`config.mk`:
```
export PLATFORM = sky130hd
export DESIGN_NAME = dmem_bridge
export DESIGN_NICKNAME = d
export VERILOG_FILES = /design/src/rtl/dmem_bridge.sv
export SDC_FILE = /design/constraint.sdc
export NUM_CORES = 1
export LEC_CHECK = 0
export BUFFER_PORTS_ARGS = -buffer_cell sky130_fd_sc_hd__buf_2
export CAP_MARGIN = 20
export CELL_PAD_IN_SITES_DETAIL_PLACEMENT = 0
export CELL_PAD_IN_SITES_GLOBAL_PLACEMENT = 2
export CORE_ASPECT_RATIO = 1.5
export CORE_MARGIN = 1.5
export CORE_UTILIZATION = 34
export CTS_BUF_LIST = sky130_fd_sc_hd__clkbuf_2 sky130_fd_sc_hd__clkbuf_4 sky130_fd_sc_hd__clkbuf_8
export DETAILED_ROUTE_END_ITERATION = 16
export PLACE_DENSITY_LB_ADDON = 0.1
export SYNTH_ARGS = -nofsm -noshare
export SYNTH_HDL_FRONTEND = slang
export SYNTH_SLANG_ARGS = --single-unit
```
`constraint.sdc`:
```
create_clock -name clk -period 6.58 [get_ports clk]
set_clock_uncertainty 0.2 [all_clocks]
set_input_delay 0.329 -clock clk [delete_from_list [all_inputs] [get_ports clk]]
set_output_delay 0.329 -clock clk [all_outputs]
set_load 0.005 [all_outputs]
```
`src/rtl/dmem_bridge.sv`:
```
// dmem_bridge: turns the core's single-cycle load/store into a valid/ready bus
// transaction (IDLE -> ADDR -> DATA -> DONE) and holds the pipeline with stall.
// Optional build macro DMEM_MISALIGN_CHECK_EN: misaligned half/word requests
// skip the bus and finish with a one-cycle misalign flag.
module dmem_bridge #(
   parameter int TIMEOUT = 256,
   parameter int ADDR_W  = 32
) (
   input  logic              clk,
   input  logic              reset,
   input  logic              req_valid,
   input  logic              req_write,
   input  logic [1:0]        req_size,
   input  logic              req_unsigned,
   input  logic [ADDR_W-1:0] req_addr,
   input  logic [31:0]       req_wdata,
   output logic              stall,
   output logic [31:0]       rdata,
   output logic              bus_err,
   output logic              misalign,
   output logic              bus_valid,
   output logic [ADDR_W-1:0] bus_addr,
   output logic              bus_write,
   output logic [3:0]        bus_strobe,
   output logic [31:0]       bus_wdata,
   input  logic              bus_ready,
   input  logic              bus_rvalid,
   input  logic [31:0]       bus_rdata
);

   typedef enum logic [1:0] {IDLE, ADDR, DATA, DONE} state_t;

   localparam int CW = (TIMEOUT > 1) ? $clog2(TIMEOUT) : 1;
   localparam logic [CW-1:0] CNT_LAST = CW'((TIMEOUT > 0) ? TIMEOUT - 1 : 0);

   state_t            state, nxt;
   logic [CW-1:0]     cnt;
   logic [ADDR_W-1:0] cmd_addr;
   logic              cmd_write, cmd_uns;
   logic [1:0]        cmd_size;
   logic [31:0]       cmd_wdata;
   logic              err_q;
   logic              timed_out, timeout_hit, mis_hit;
   logic [7:0]        ld_byte;
   logic [15:0]       ld_half;
   logic [31:0]       ld_ext;

   // size 3 decodes as word, same as size 2
   wire cmd_byte = (cmd_size == 2'd0);
   wire cmd_half = (cmd_size == 2'd1);

`ifdef DMEM_MISALIGN_CHECK_EN
   logic mis_q;
   // half needs addr[0]=0, word needs addr[1:0]=0; byte is always aligned
   assign mis_hit  = ((req_size == 2'd1) && req_addr[0]) ||
                     (req_size[1] && (req_addr[1:0] != 2'b00));
   assign misalign = mis_q;
`else
   assign mis_hit  = 1'b0;
   assign misalign = 1'b0;
`endif

   // no-progress limit; TIMEOUT=0 never expires
   assign timed_out   = (TIMEOUT != 0) && (cnt == CNT_LAST);
   assign timeout_hit = timed_out && (((state == ADDR) && !bus_ready) ||
                                      ((state == DATA) && !bus_rvalid));

   assign stall     = req_valid && (state != DONE);
   assign bus_valid = (state == ADDR);
   assign bus_addr  = {cmd_addr[ADDR_W-1:2], 2'b00};
   assign bus_write = cmd_write;
   assign bus_err   = err_q;

   // store lane steering: strobes and replicated write data
   always_comb begin
      bus_strobe = 4'b0000;
      bus_wdata  = cmd_wdata;
      if (cmd_byte) begin
         bus_wdata = {4{cmd_wdata[7:0]}};
         if (cmd_write) bus_strobe = 4'b0001 << cmd_addr[1:0];
      end else if (cmd_half) begin
         bus_wdata = {2{cmd_wdata[15:0]}};
         if (cmd_write) bus_strobe = cmd_addr[1] ? 4'b1100 : 4'b0011;
      end else begin
         if (cmd_write) bus_strobe = 4'b1111;
      end
   end

   // load lane extraction and sign/zero extension
   always_comb begin
      ld_byte = bus_rdata[{cmd_addr[1:0], 3'b000} +: 8];
      ld_half = cmd_addr[1] ? bus_rdata[31:16] : bus_rdata[15:0];
      if (cmd_byte)      ld_ext = {{24{~cmd_uns & ld_byte[7]}}, ld_byte};
      else if (cmd_half) ld_ext = {{16{~cmd_uns & ld_half[15]}}, ld_half};
      else               ld_ext = bus_rdata;
   end

   // next-state: progress wins over timeout in the same cycle
   always_comb begin
      nxt = state;
      case (state)
         IDLE: if (req_valid) nxt = mis_hit ? DONE : ADDR;
         ADDR: if (bus_ready) nxt = DATA;
               else if (timed_out) nxt = DONE;
         DATA: if (bus_rvalid || timed_out) nxt = DONE;
         DONE: nxt = IDLE;
         default: nxt = IDLE;
      endcase
   end

   // state register and wait counter (cleared on every state change)
   always_ff @(posedge clk or posedge reset) begin
      if (reset) begin
         state <= IDLE;
         cnt   <= '0;
      end else begin
         state <= nxt;
         if ((nxt != state) || ((state != ADDR) && (state != DATA))) cnt <= '0;
         else cnt <= cnt + CW'(1);
      end
   end

   // command registers captured when a request is accepted in IDLE
   always_ff @(posedge clk or posedge reset) begin
      if (reset) begin
         cmd_addr  <= '0;
         cmd_write <= 1'b0;
         cmd_size  <= 2'd0;
         cmd_uns   <= 1'b0;
         cmd_wdata <= '0;
      end else if ((state == IDLE) && req_valid) begin
         cmd_addr  <= req_addr;
         cmd_write <= req_write;
         cmd_size  <= req_size;
         cmd_uns   <= req_unsigned;
         cmd_wdata <= req_wdata;
      end
   end

   // load result, timeout error and misalign flags for the DONE cycle
   always_ff @(posedge clk or posedge reset) begin
      if (reset) begin
         rdata <= '0;
         err_q <= 1'b0;
      end else begin
         err_q <= timeout_hit;
         if (timeout_hit) rdata <= '0;
         else if ((state == DATA) && bus_rvalid && !cmd_write) rdata <= ld_ext;
      end
   end

`ifdef DMEM_MISALIGN_CHECK_EN
   // misalign flag lives only in the DONE cycle that follows the rejected request
   always_ff @(posedge clk or posedge reset) begin
      if (reset) mis_q <= 1'b0;
      else       mis_q <= (state == IDLE) && req_valid && mis_hit;
   end
`endif

endmodule

```
==> results of run 1 <==
[layout make-up]
cell class	count	area [um2]
well taps	210	263
clock buffers	9	124
inverters	15	58.8
flip-flops and latches	111	2780
multi-input cells	309	2500
repair buffers	277	1750
clock inverters	5	45.0
fillers	1629	9170
[registers in the layout, indices dropped and copies added, names as in the netlist]
name	cells
cmd_uns	1
state	2
cmd_size	2
bus_err	1
bus_write	1
cmd_wdata	32
cnt	8
cmd_addr	32
rdata	32
[stage by stage]
stage / utilization [%] / setup slack (ns) / cell area, um2
2_1_floorplan: - / 3.12 / 5770
3_3_place_gp: 39.9 / 4.04 / 6660
3_5_place_dp: 39.9 / 3.96 / 6660
4_1_cts: 44.9 / 3.57 / 7500
5_1_grt: 45.1 / 3.48 / 7520
6_report: 45.1 / 3.66 / 7520
[kinds of logic (layout without fill, tap and decap cells)]
family	Yosys count	after routing	share of synthesized area, %
DFF	111	111	48.2
xor gates and xnor gates	5	5	0.760
other	1	3	0.0650
and+or+nand+nor	109	109	10.1
buffers and inverters	83	306	8.59
muxes	96	96	18.5
adders and majority gates	7	7	1.52
AOI/OAI and AO/OA	89	89	12.3
[synth_stat cells, drive strengths merged (12+ instances only)]
master | n | area share [%]
a21oi | 14 | 1.2
buf | 60 | 7.1
dfrtp | 111 | 48
inv | 15 | 0.98
mux2 | 84 | 16
mux2i | 12 | 2.1
nand2 | 31 | 2.0
nor2 | 23 | 1.7
nor2b | 22 | 2.4
o21ai | 13 | 1.1
o2bb2ai | 16 | 2.4
[where the power goes]
| part | total (mW) | switching (mW) | leakage [nW] | internal (mW) |
|---|---|---|---|---|
| Combinational | 1.52 | 0.688 | 2.11 | 0.835 |
| Sequential | 1.26 | 0.273 | 1.35 | 0.992 |
| Clock | 0.381 | 0.242 | 0.0833 | 0.139 |
[how the worst max path moves through the flow]
stage                      from  cells past startpoint       endpoint
floorplan                 reset                      1        bus_err
global placement       state[0]                      7      rdata[11]
detailed placement     state[0]                      7       rdata[9]
CTS                 cmd_size[1]                      4  bus_wdata[15]
global route        cmd_size[1]                      4   bus_wdata[8]
finish              cmd_size[1]                      4   bus_wdata[8]
[worst max-delay path, delay by kind of cell, from the launching register on]
| family | cells | cell delay [ns] |
|---|---|---|
| buf+inv | 2 | 0.48 |
| simple gates | 1 | 0.52 |
| flops | 1 | 0.61 |
| mux | 1 | 0.41 |
[routing by layer]
layer / up-vias / wire length, um / GRT usage (%) / part of all wire (%)
li1: 2193 / - / - / -
met3: 19 / 936 / 3.44 / 5.8
met2: 174 / 8770 / 34.7 / 54
met5: - / 0 / 0 / 0
met1: 2325 / 6140 / 19.7 / 38
met4: 0 / 291 / 6.14 / 1.8
==> results.md, run 1 <==
- FMAX: 0.343 GHz
- Routed WL: 16100 um
- Crit. End Element: output port
- Worst r2r path cells: 7
- Critical Path Source Type: flop
- Nets: 835
- Critical path's slowest cell: dfrtp_2
- Io pins: 210
- Sequential area share after synthesis: 48.2%
- DP Wirelength: 11700 um
- Post-Syn Instances: 501
- Routed vias: 4711
- Via density per instance: 5.03
- # port buffers: 206
- Initial antenna violation count: 0
- Worst-Margin Slew: 0.928 ns
- VDD IR max: 0.154 mV
- Routed len/inst: 17.2 um
- Antenna cell count: 0
- Core area: 16700 um2
- Initial drt markers: 187
- Synth unique cells: 59
- Synthesis-stage register bit count: 111
- Hold Path Stages: 2
- RSZ-0062 raised after global routing: false
- Max_slew headroom: 38.1%
- Layout Cells excl Fill: 936
- # clock sinks: 111
- DR DRC count: 0
- Leading cell type in the layout, fill and taps excluded: buf_2
- Post-synth EDFFs: 0
- Hold EP: cmd_addr[1]
- CTS hold repair buffers: 67
- RR Endpoint: rdata[9]
- Share of layout cells above drive strength 1: 44.4%
- Power Density: 421 nW/um2
- Final setup violation count: 0
- Outcome: finished, final reports clean
- Req. time, crit path: 6.05 ns
- Area Overhead vs Synth: 30.5%
- FP Rows: 58
- Post-CTS Setup Inserts: 0
- Final slew viol count: 0
- Largest net degree at the start of global routing: 77
- Critical-path cell list: buf_4, nor2_2, mux2_2, buf_2
- Max-cap violations: 0
- Worst-path clk slew: 0.09 ns
- Drt first pass iters: 5
- Initial Util: 34.5%
- Die Span Y: 162 um
- Critical path type: reg2out
- Cts repair resizes: 0
- Synth async-reset ratio: 100%
- YS warnings: 0
- Flop2flop setup slack: 3.97 ns
- Congestion Overflow GR: 0
- H-Tree Depth: 3
- Vias in the first global route: 4940
- Fin Setup TNS: 0 ns
- Crit-path max cell delay: 0.61 ns
- P_leak: 3.54 nW
- Die area: 17800 um2
- FF-to-FF Start: state[0]
- Routability cong.: 0.786
- Most frequent cells in the layout: 206 x buf_2, 110 x dfrtp_1, 84 x mux2_2
- Hold Path Class: in2reg
- Synth Cell Area: 5770 um2
- Clk buf depth: 2
- CTS tree: yes
- Final Hold Viols: 0
- CTS buffer count: 9
- Final min period: 2.92 ns
- Synth Area per Inst: 11.5 um2
- Die width: 109 um
- Total power: 3.17 mW
- Total placed cells including tap cells: 854
- First-pass GRT wire length: 25100 um
- Worst-skew pair later-pin latency: 0.36 ns
- Final period util: 44.3%
- Root Driver: clkbuf_8
- Crit path max fanout: 39
- Critical path arrival: 2.39 ns
- Min-delay src: req_addr[1]
- Synth Flop Type: dfrtp_1
- Tot GR Track Use: 18.3%
- Worst hold slack: 0.0248 ns
- Post-route ant nets: 0
Power figures use the tool's default switching activity.
==> run 2: changes to the inputs <==
--- a/config.mk
+++ b/config.mk
@@ -5,13 +5,14 @@
 export SDC_FILE = /design/constraint.sdc
 export NUM_CORES = 1
 export LEC_CHECK = 0
+export ABC_AREA = 1
 export BUFFER_PORTS_ARGS = -buffer_cell sky130_fd_sc_hd__buf_2
 export CAP_MARGIN = 20
 export CELL_PAD_IN_SITES_DETAIL_PLACEMENT = 0
 export CELL_PAD_IN_SITES_GLOBAL_PLACEMENT = 2
 export CORE_ASPECT_RATIO = 1.5
 export CORE_MARGIN = 1.5
-export CORE_UTILIZATION = 34
+export CORE_UTILIZATION = 29
 export CTS_BUF_LIST = sky130_fd_sc_hd__clkbuf_2 sky130_fd_sc_hd__clkbuf_4 sky130_fd_sc_hd__clkbuf_8
 export DETAILED_ROUTE_END_ITERATION = 16
 export PLACE_DENSITY_LB_ADDON = 0.1
==> constraint.sdc (replaced) <==
create_clock -name clk -period 2.8 [get_ports clk]
set_clock_uncertainty 0.2 [all_clocks]
set_input_delay 0.14 -clock clk [delete_from_list [all_inputs] [get_ports clk]]
set_output_delay 0.14 -clock clk [all_outputs]
set_load 0.005 [all_outputs]
==> results.md, run 2 <==
- FF/Latch Area: 2780 um2
- Critical path arrival: 2.23 ns
- Outcome: finished, final reports clean
- Count leader, synth: nand2_1
- Nets: 972
- Final setup violation count: 0
- Via density per instance: 4.44
- P_leak: 3.93 nW
- FP Rows: 61
- Post-Synth Adder-Cell Area: 1.58%
- Die width: 116 um
- Largest regs: cmd_addr: 32 flops, cmd_wdata: 32 flops, rdata: 32 flops
- Congestion Overflow GR: 0
- Max_slew headroom: 41.5%
- Synth Area per Inst: 9.46 um2
- Final worst slack: 0.228 ns
- Synth Flop Type: dfrtp_1
- Vias in the first global route: 4970
- CTS tree: yes
- Antenna cell count: 0
- Crit-path max cell delay: 0.53 ns
- RSZ-0062 raised after global routing: false
- Crit. End Element: output port
- # port buffers: 206
- Multi-input combinational cell area: 2230 um2
- Pre-CTS setup slack: 0.455 ns
- Req. time, crit path: 2.46 ns
- Root Driver: clkbuf_8
- Initial Util: 29.7%
- CTS buffer count: 9
- Number of fill cells: 2003
- YS warnings: 0
- Die area: 19900 um2
- Power Density: 944 nW/um2
- Final min period: 2.57 ns
- Critical path's slowest cell: dfrtp_1
- Initial drt markers: 285
- Tot GR Track Use: 17.2%
- Top delay family on crit path: buffers and inverters
- Critical Path Source Type: flop
- Largest family of logic cells by synthesized area: simple AND/OR/NAND/NOR gates
- Routability cong.: 0.797
- Routed vias: 4963
- Synthesis-stage register bit count: 111
- Sequential area share after synthesis: 50.2%
- Fin Setup TNS: 0 ns
- Post-Synth XOR/XNOR Area: 0.950%
- Worst-skew pair later-pin latency: 0.38 ns
- Routed WL: 17200 um
- Synth Area in Compound Gates: 10.5%
- Max-cap violations: 0
- Largest net degree at the start of global routing: 46
- VDD IR max: 0.358 mV
- Synth area leader: dfrtp_1
- Leading cell type in the layout, fill and taps excluded: buf_2
- Top-area cell type share of the netlist area: 50.2%
- Most frequent cells in the layout: 206 x buf_2, 131 x nand2_1, 111 x dfrtp_1
- Clk buf depth: 2
- DP Wirelength: 12500 um
- Synth Cell Area: 5530 um2
- Post-route ant nets: 0
- First-pass GRT wire length: 26000 um
- Worst-path clk slew: 0.11 ns
- Area Overhead vs Synth: 42.7%
- Synth async-reset ratio: 100%
- Synth unique cells: 33
- Mux contribution to synthesized area: 11.4%
- Post-synth EDFFs: 0
- Worst-Margin Slew: 0.876 ns
- Hold Path Class: in2reg
- Final Hold Viols: 0
- Synth top cells by count: 132 x nand2_1, 111 x dfrtp_1, 55 x mux2_2
- Routed len/inst: 15.4 um
- Io pins: 210
- Core area: 18600 um2
- Critical-path cell list: nor2_4, clkinvlp_4, o211ai_1, o21ai_0, buf_2
- Post-Synth Simple-Gate Area: 15.6%
- H-Tree Depth: 3
- CP Buf/Inv Count: 2
- Drt first pass iters: 4
- Initial antenna violation count: 0
- Crit path max fanout: 17
- Synth top area cells: dfrtp_1 50%, mux2_2 11%, nand2_1 9.0%
- # clock sinks: 111
- FMAX: 0.389 GHz
- Post-Syn Instances: 585
- Die Span Y: 172 um
- Final slew viol count: 0
- Final period util: 91.9%
- DR DRC count: 0
- Critical path type: reg2out
- Share of layout cells above drive strength 1: 36.8%
run 2: cell types whose count changed after synthesis, sizes merged, moves of 11 or more:
| cell | change |
|---|---|
| mux2 | -29 |
| mux2i | -11 |
| nand2 | +105 |
| o21ai | +38 |
| o2bb2ai | -16 |
| nor2b | -22 |
| nand3 | +16 |
| nor2 | +28 |
| o22ai | +13 |
| inv | +15 |
run 2: where the power goes:
part	internal, mW	switching [mW]	total (mW)
combinational	1.74	1.88	3.62
clock	0.457	0.578	1.04
sequential	2.34	0.454	2.79
total	4.53	2.91	7.45
run 2: path summary, 6_finish.rpt:
| path | start | end | slack, ns | depth (start not counted) |
|---|---|---|---|---|
| min reg2reg | cnt[0] | cnt[0] | 0.26 | 1 |
| max | cmd_size[1] | bus_strobe[2] | 0.23 | 5 |
| min | bus_rdata[5] | rdata[5] | 0.03 | 5 |
| max in group asynchronous | reset | rdata[22] | 1.22 | 4 |
| max reg2reg | cmd_size[1] | rdata[13] | 0.31 | 6 |
| min in group asynchronous | reset | rdata[12] | 0.25 | 3 |
run 2: area by class of cell:
cell class                      instances  area share, %
Sequential cell                       111           35.2
Tap cell                              252           3.99
Clock buffer                           11           1.84
Clock inverter                          5          0.824
Timing Repair Buffer                  325           28.3
Inverter                               31           1.60
Multi-Input combinational cell        382           28.3
run 2: cell families after synthesis:
logic type / after synthesis
AO/OA/AOI/OAI: 99
XOR/XNOR: 6
flip-flops: 111
other: 1
multiplexers: 56
AND/OR/NAND/NOR: 211
adder cells (fa/ha/maj): 7
buffers and inverters: 94
run 2: through the flow:
stage	std cells	utilization, %	power [mW]	hold slack [ns]	instance area [um2]
2_1_floorplan	587	-	5.17	0.0906	5540
3_3_place_gp	989	35.3	6.28	0.150	6570
3_5_place_dp	989	35.3	6.33	0.150	6570
4_1_cts	1113	42.2	7.56	0.000433	7860
5_1_grt	1117	42.4	8.15	0.0226	7890
6_report	1117	42.4	7.45	0.0346	7890
run 2: routing by layer:
layer  share of wire [%]  GRT usage (%)  wire [um]
met4                 2.0           6.42        347
met5                   0              0          0
met2                  53           30.6       9160
met1                  41           20.6       7010
met3                 3.9           2.63        662
run 2: what timing repair did:
| item | 4_1_cts | 5_1_grt |
|---|---|---|
| setup endpoints to repair | 0 | 5 |
| hold buffers | 108 | 0 |
| buffers inserted | 0 | 4 |
| endpoints found under the hold margin | 136 | 0 |
| resized for setup | 0 | 1 |
run 2: worst min-delay path: cells and delay by family:
kind          cells  cell delay, ns
buf+inv           1            0.10
simple gates      4            0.33
